===== src/rtl/keccak_pkg.sv =====
// keccak_pkg: sponge geometry helpers, domain-separation bytes and padder FSM states.
package keccak_pkg;
  localparam logic [7:0] DS_SHA3  = 8'h06;
  localparam logic [7:0] DS_SHAKE = 8'h1F;
  typedef enum logic [1:0] {ABSORB, PAD, EMIT, EXTRA} state_t;
  function automatic int f_w(input int l);
    return 1 << l;
  endfunction
  function automatic int f_b(input int l);
    return 25 * f_w(l);
  endfunction
  function automatic int f_c(input int d);
    return 2 * d;
  endfunction
  function automatic int f_r(input int d, input int l);
    return f_b(l) - f_c(d);
  endfunction
  function automatic int f_rbytes(input int d, input int l);
    return f_r(d, l) / 8;
  endfunction
endpackage


===== src/rtl/keccak_pad.sv =====
// keccak_pad: packs a byte stream into rate-sized blocks and applies pad10*1 with a domain byte.
module keccak_pad
  import keccak_pkg::*;
#(
  parameter int          d  = 112,
  parameter int          l  = 6,
  parameter logic [7:0]  DS = 8'h06
) (
  input  logic                    clk,
  input  logic                    reset,
  input  logic [7:0]              in_data,
  input  logic                    in_valid,
  input  logic                    in_last,
  output logic                    in_ready,
  output logic [f_r(d, l)-1:0]    blk_data,
  output logic                    blk_valid,
  output logic                    blk_last,
  input  logic                    blk_ready
);
  localparam int RW = f_r(d, l);
  localparam int R  = f_rbytes(d, l);
  localparam int IW = $clog2(R);
  localparam logic [IW-1:0] IDX_END = IW'(R - 1);
  state_t          r_state, w_state_nxt;
  logic [IW-1:0]   r_idx, r_p;
  logic            r_pend, r_last, r_run;
  logic [RW-1:0]   r_buf, w_pad;
  logic            w_in_fire, w_blk_fire, w_idx_end;
  assign in_ready   = r_run && r_state == ABSORB;
  assign blk_valid  = r_state == EMIT;
  assign blk_last   = r_last;
  assign blk_data   = r_buf;
  assign w_in_fire  = in_valid && in_ready;
  assign w_blk_fire = blk_valid && blk_ready;
  assign w_idx_end  = r_idx == IDX_END;
  // Domain byte at p, zeros after it, then the closing 1 bit in the top byte.
  always_comb begin
    w_pad = r_buf;
    for (int j = 0; j < R; j++) begin
      if (j == int'(r_p)) w_pad[j*8 +: 8] = DS;
      else if (j > int'(r_p)) w_pad[j*8 +: 8] = 8'h00;
    end
    w_pad[RW-1 -: 8] = w_pad[RW-1 -: 8] | 8'h80;
  end
  always_comb begin
    w_state_nxt = r_state;
    case (r_state)
      ABSORB:  w_state_nxt = !w_in_fire ? ABSORB : w_idx_end ? EMIT : in_last ? PAD : ABSORB;
      PAD:     w_state_nxt = EMIT;
      EMIT:    w_state_nxt = !w_blk_fire ? EMIT : r_pend ? PAD : ABSORB;
      default: w_state_nxt = ABSORB;
    endcase
  end
  always_ff @(posedge clk or negedge reset)
    if (!reset) r_state <= ABSORB;
    else r_state <= w_state_nxt;
  always_ff @(posedge clk or negedge reset)
    if (!reset) begin
      r_idx  <= '0;
      r_p    <= '0;
      r_pend <= 1'b0;
      r_last <= 1'b0;
      r_run  <= 1'b0;
      r_buf  <= '0;
    end else begin
      r_run <= 1'b1;
      if (w_in_fire) begin
        r_buf[{r_idx, 3'b000} +: 8] <= in_data;
        if (w_idx_end) r_pend <= in_last;
        else if (in_last) r_p <= r_idx + IW'(1);
        else r_idx <= r_idx + IW'(1);
      end
      if (r_state == PAD) begin
        r_buf  <= w_pad;
        r_last <= 1'b1;
      end
      if (w_blk_fire) begin
        r_buf  <= '0;
        r_last <= 1'b0;
        r_idx  <= '0;
        r_p    <= '0;
        r_pend <= 1'b0;
      end
    end
endmodule


===== config.mk =====
export PLATFORM = sky130hd
export DESIGN_NAME = keccak_pad
export DESIGN_NICKNAME = d
export VERILOG_FILES = /design/src/rtl/keccak_pkg.sv /design/src/rtl/keccak_pad.sv
export SDC_FILE = /design/constraint.sdc
export NUM_CORES = 2
export LEC_CHECK = 0
export ABC_AREA = 1
export BUFFER_PORTS_ARGS = -buffer_cell sky130_fd_sc_hd__clkbuf_2
export CAP_MARGIN = 20
export CORE_ASPECT_RATIO = 0.9
export CORE_MARGIN = 5
export CORE_UTILIZATION = 23
export CTS_BUF_LIST = sky130_fd_sc_hd__clkbuf_4 sky130_fd_sc_hd__clkbuf_8
export CTS_CLUSTER_SIZE = 30
export DETAILED_ROUTE_END_ITERATION = 8
export PLACE_DENSITY = 0.38
export SETUP_SLACK_MARGIN = 0.2
export SYNTH_ARGS = -nofsm -noshare
export SYNTH_HDL_FRONTEND = slang
export SYNTH_SLANG_ARGS = --single-unit

===== constraint.sdc =====
create_clock -name clk -period 3.65 [get_ports clk]
set_input_delay 0.73 -clock clk [delete_from_list [all_inputs] [get_ports clk]]
set_output_delay 0.73 -clock clk [all_outputs]
set_load 0.01 [all_outputs]

==> run metrics <==
outcome complete, no violations; Slew Limit Fails 0; Starting Density 23.07%; Worst EP required between 4 and 5 ns; die width around 580 um; CTS Buffer Depth 4; RSZ-0062 raised after global routing true; CTS tree done; die area 303,000 um^2; worst-path fanout max 12; Worst-Margin Slew about 1.2 ns; Cell Area, Synth approximately 67,000 um^2; leak pwr between 40 and 50 nW; Reg clk slew, reported paths roughly 0.07 ns; GRT Total Usage between 30% and 40%; Hold Crit Class input pin to asynchronous set/reset pin; synthesis-to-layout area growth 30.71%; syn nets 8,665; number of synthesis warnings 0; VDD IR max ~0.64 mV; root buffer cell clkbuf_8; global-route wire length before repair 662,600 um; total placed cells including tap cells approximately 14,000; I/O pin total roughly 1,400; global route total overflow 0; Synth async-reset ratio 100.0%; Final #Nets 10,390; CORE AREA 291,200 um^2; Seq/Total Area, Yosys around 52%; GR Layer Usage met1 between 40% and 50%; wire per inst roughly 35 um; met3 GRT Util between 10% and 20%; critical path type flip-flop to flip-flop; share of post-route cells with drive strength above 1 about 25%; vias per std cell approximately 5; num rows about 190; Yosys cell types 52; drt first pass iters 6; Worst slew margin about a fifth; Syn Inst Count 8,648; largest net degree at the start of global routing approximately 130; max-cap violation count 0; most frequent cells in the layout nand2_1 (2,973), dfrtp_1 (1,396), clkbuf_2 (1,386), nand3_1 (866), o21ai_0 (758); post-route ant nets 0; Iter 0 DRT Violations around 8,300; gr busiest metal met2; via count between 70,000 and 80,000; clock latency at the later pin of the worst-skew pair between 0.9 and 1 ns; Finish-stage setup viols 0; Design Power roughly 65 mW; setup TNS 0 ns; Mapped Avg Cell Area around 7.8 um^2; Arr. time, crit path 4.32 ns; Crit. End Element flip-flop; crit path launch type flip-flop; PortBufs 1,391; Final Hold Viols 0; drt total wl roughly 500,000 um; fmax a little under 0.3 GHz; vias in the first global route between 70,000 and 80,000; final worst path period share a little over nine tenths; initial antenna violation count 48; post-layout min period between 3 and 4 ns; H-tree Lvls 5; Fin Clk Skew approximately 0.079 ns; routability congestion estimate 0.9315; met2 Use GR between 40% and 50%; die height between 500 and 600 um; CTS Buf Count roughly 290; power per cell area between 700 and 800 nW/um^2; DR DRC count 0; Finished Layout Cells about 14,000; most common cell after layout, fill and taps aside nand2_1; number of enable flip-flop cells after synthesis 0; #FFs+latches synth between 1,000 and 1,500; Detailed Place HPWL a little under 400,000 um; ys flop type dfrtp_1; clk sinks ~1,400
## worst paths after layout
check,slack [ns],startpoint,to,cells after the start
setup / recovery,0.23,r_p[3],blk_data[305],10
setup reg to reg,0.23,r_p[3],blk_data[305],10
min in group clk,0.40,in_data[2],blk_data[546],3
max in group asynchronous,1.99,reset,blk_data[649],4
hold / removal,0.39,reset,blk_data[306],2
hold reg to reg,0.47,blk_data[966],blk_data[966],2
## flip-flops by register name, indices dropped and copies added (netlist names)
name / cells
blk_data: 1376
blk_last: 1
r_run: 1
r_p: 8
r_state: 2
r_pend: 1
r_idx: 8
## synth_stat cells, types with 143 or more instances
library cell / count / area (um^2)
nand2_1: 2999 / 11260
o21ai_0: 762 / 3814
nand4_1: 150 / 938.4
nand3_1: 870 / 4354
buf_2: 146 / 730.7
nor2_1: 593 / 2226
inv_1: 456 / 1712
nor3_1: 143 / 715.7
o21ai_1: 302 / 1511
clkbuf_1: 209 / 784.5
dfrtp_1: 1397 / 34960
a21oi_1: 156 / 780.8
## timing repair
item                                    in CTS  in global routing
endpoints found under the setup margin     202                409
hold buffers                                 3                  0
pin swaps                                    5                  5
gates cloned                                 0                  2
resized for setup                           15                 50
buffers inserted                            12                 11
hold endpoints to repair                    21                  0
## stage by stage
step                      instance area, um^2  utilization (%)  hold slack (ns)  setup slack (ns)
final                                   87810            30.15           0.3876            0.2253
after global routing                    87770            30.14           0.3347            0.1846
after CTS                               87420            30.02           0.2660            0.1874
after detailed placement                81260            27.90           0.4574           -0.1088
after global placement                  81180            27.88           0.4574           -0.3086
after floorplan                         67180                -           0.4344             1.103
## where the power goes
group          internal, mW  switching [mW]
Clock                  9.94            7.94
Sequential             17.2            1.52
Combinational          5.97            22.9
## worst max-delay path, stage by stage (launching register included)
cell and delay, ns:
dfrtp_1 0.47, buf_4 0.24, inv_1 0.37, nand2_1 0.42, o21ai_0 0.38, o21ai_0 0.19, inv_1 0.16, nand2_1 0.44
nand2_1 0.28, nand3_1 0.24, nand2_1 0.13
## area by class of cell
class / count / area, um^2
Antenna cell: 16 / 40.04
Clock buffer: 446 / 5588
Multi-Input combinational cell: 6299 / 28850
Timing Repair Buffer: 1857 / 11070
Tap cell: 3895 / 4873
Inverter: 531 / 2044
Clock inverter: 42 / 385.4
Sequential cell: 1397 / 34960
Fill cell: 32130 / 203400
## per-layer routing
metal | part of all wire (%) | wire length (um)
met3 | 9.8 | 48930
met5 | 0.016 | 82
met2 | 43 | 217600
met4 | 4.0 | 19800
met1 | 43 | 214600
## logic make-up after synthesis
logic type	count (synthesis)	share of synthesized area (%)
compound gates	1411	11.48
fa+ha+maj	4	0.07450
buf+inv	952	5.816
flops	1397	52.04
other cells	1	0.005582
simple gates	4883	30.59
No activity file was read; power rests on OpenSTA's default activity.
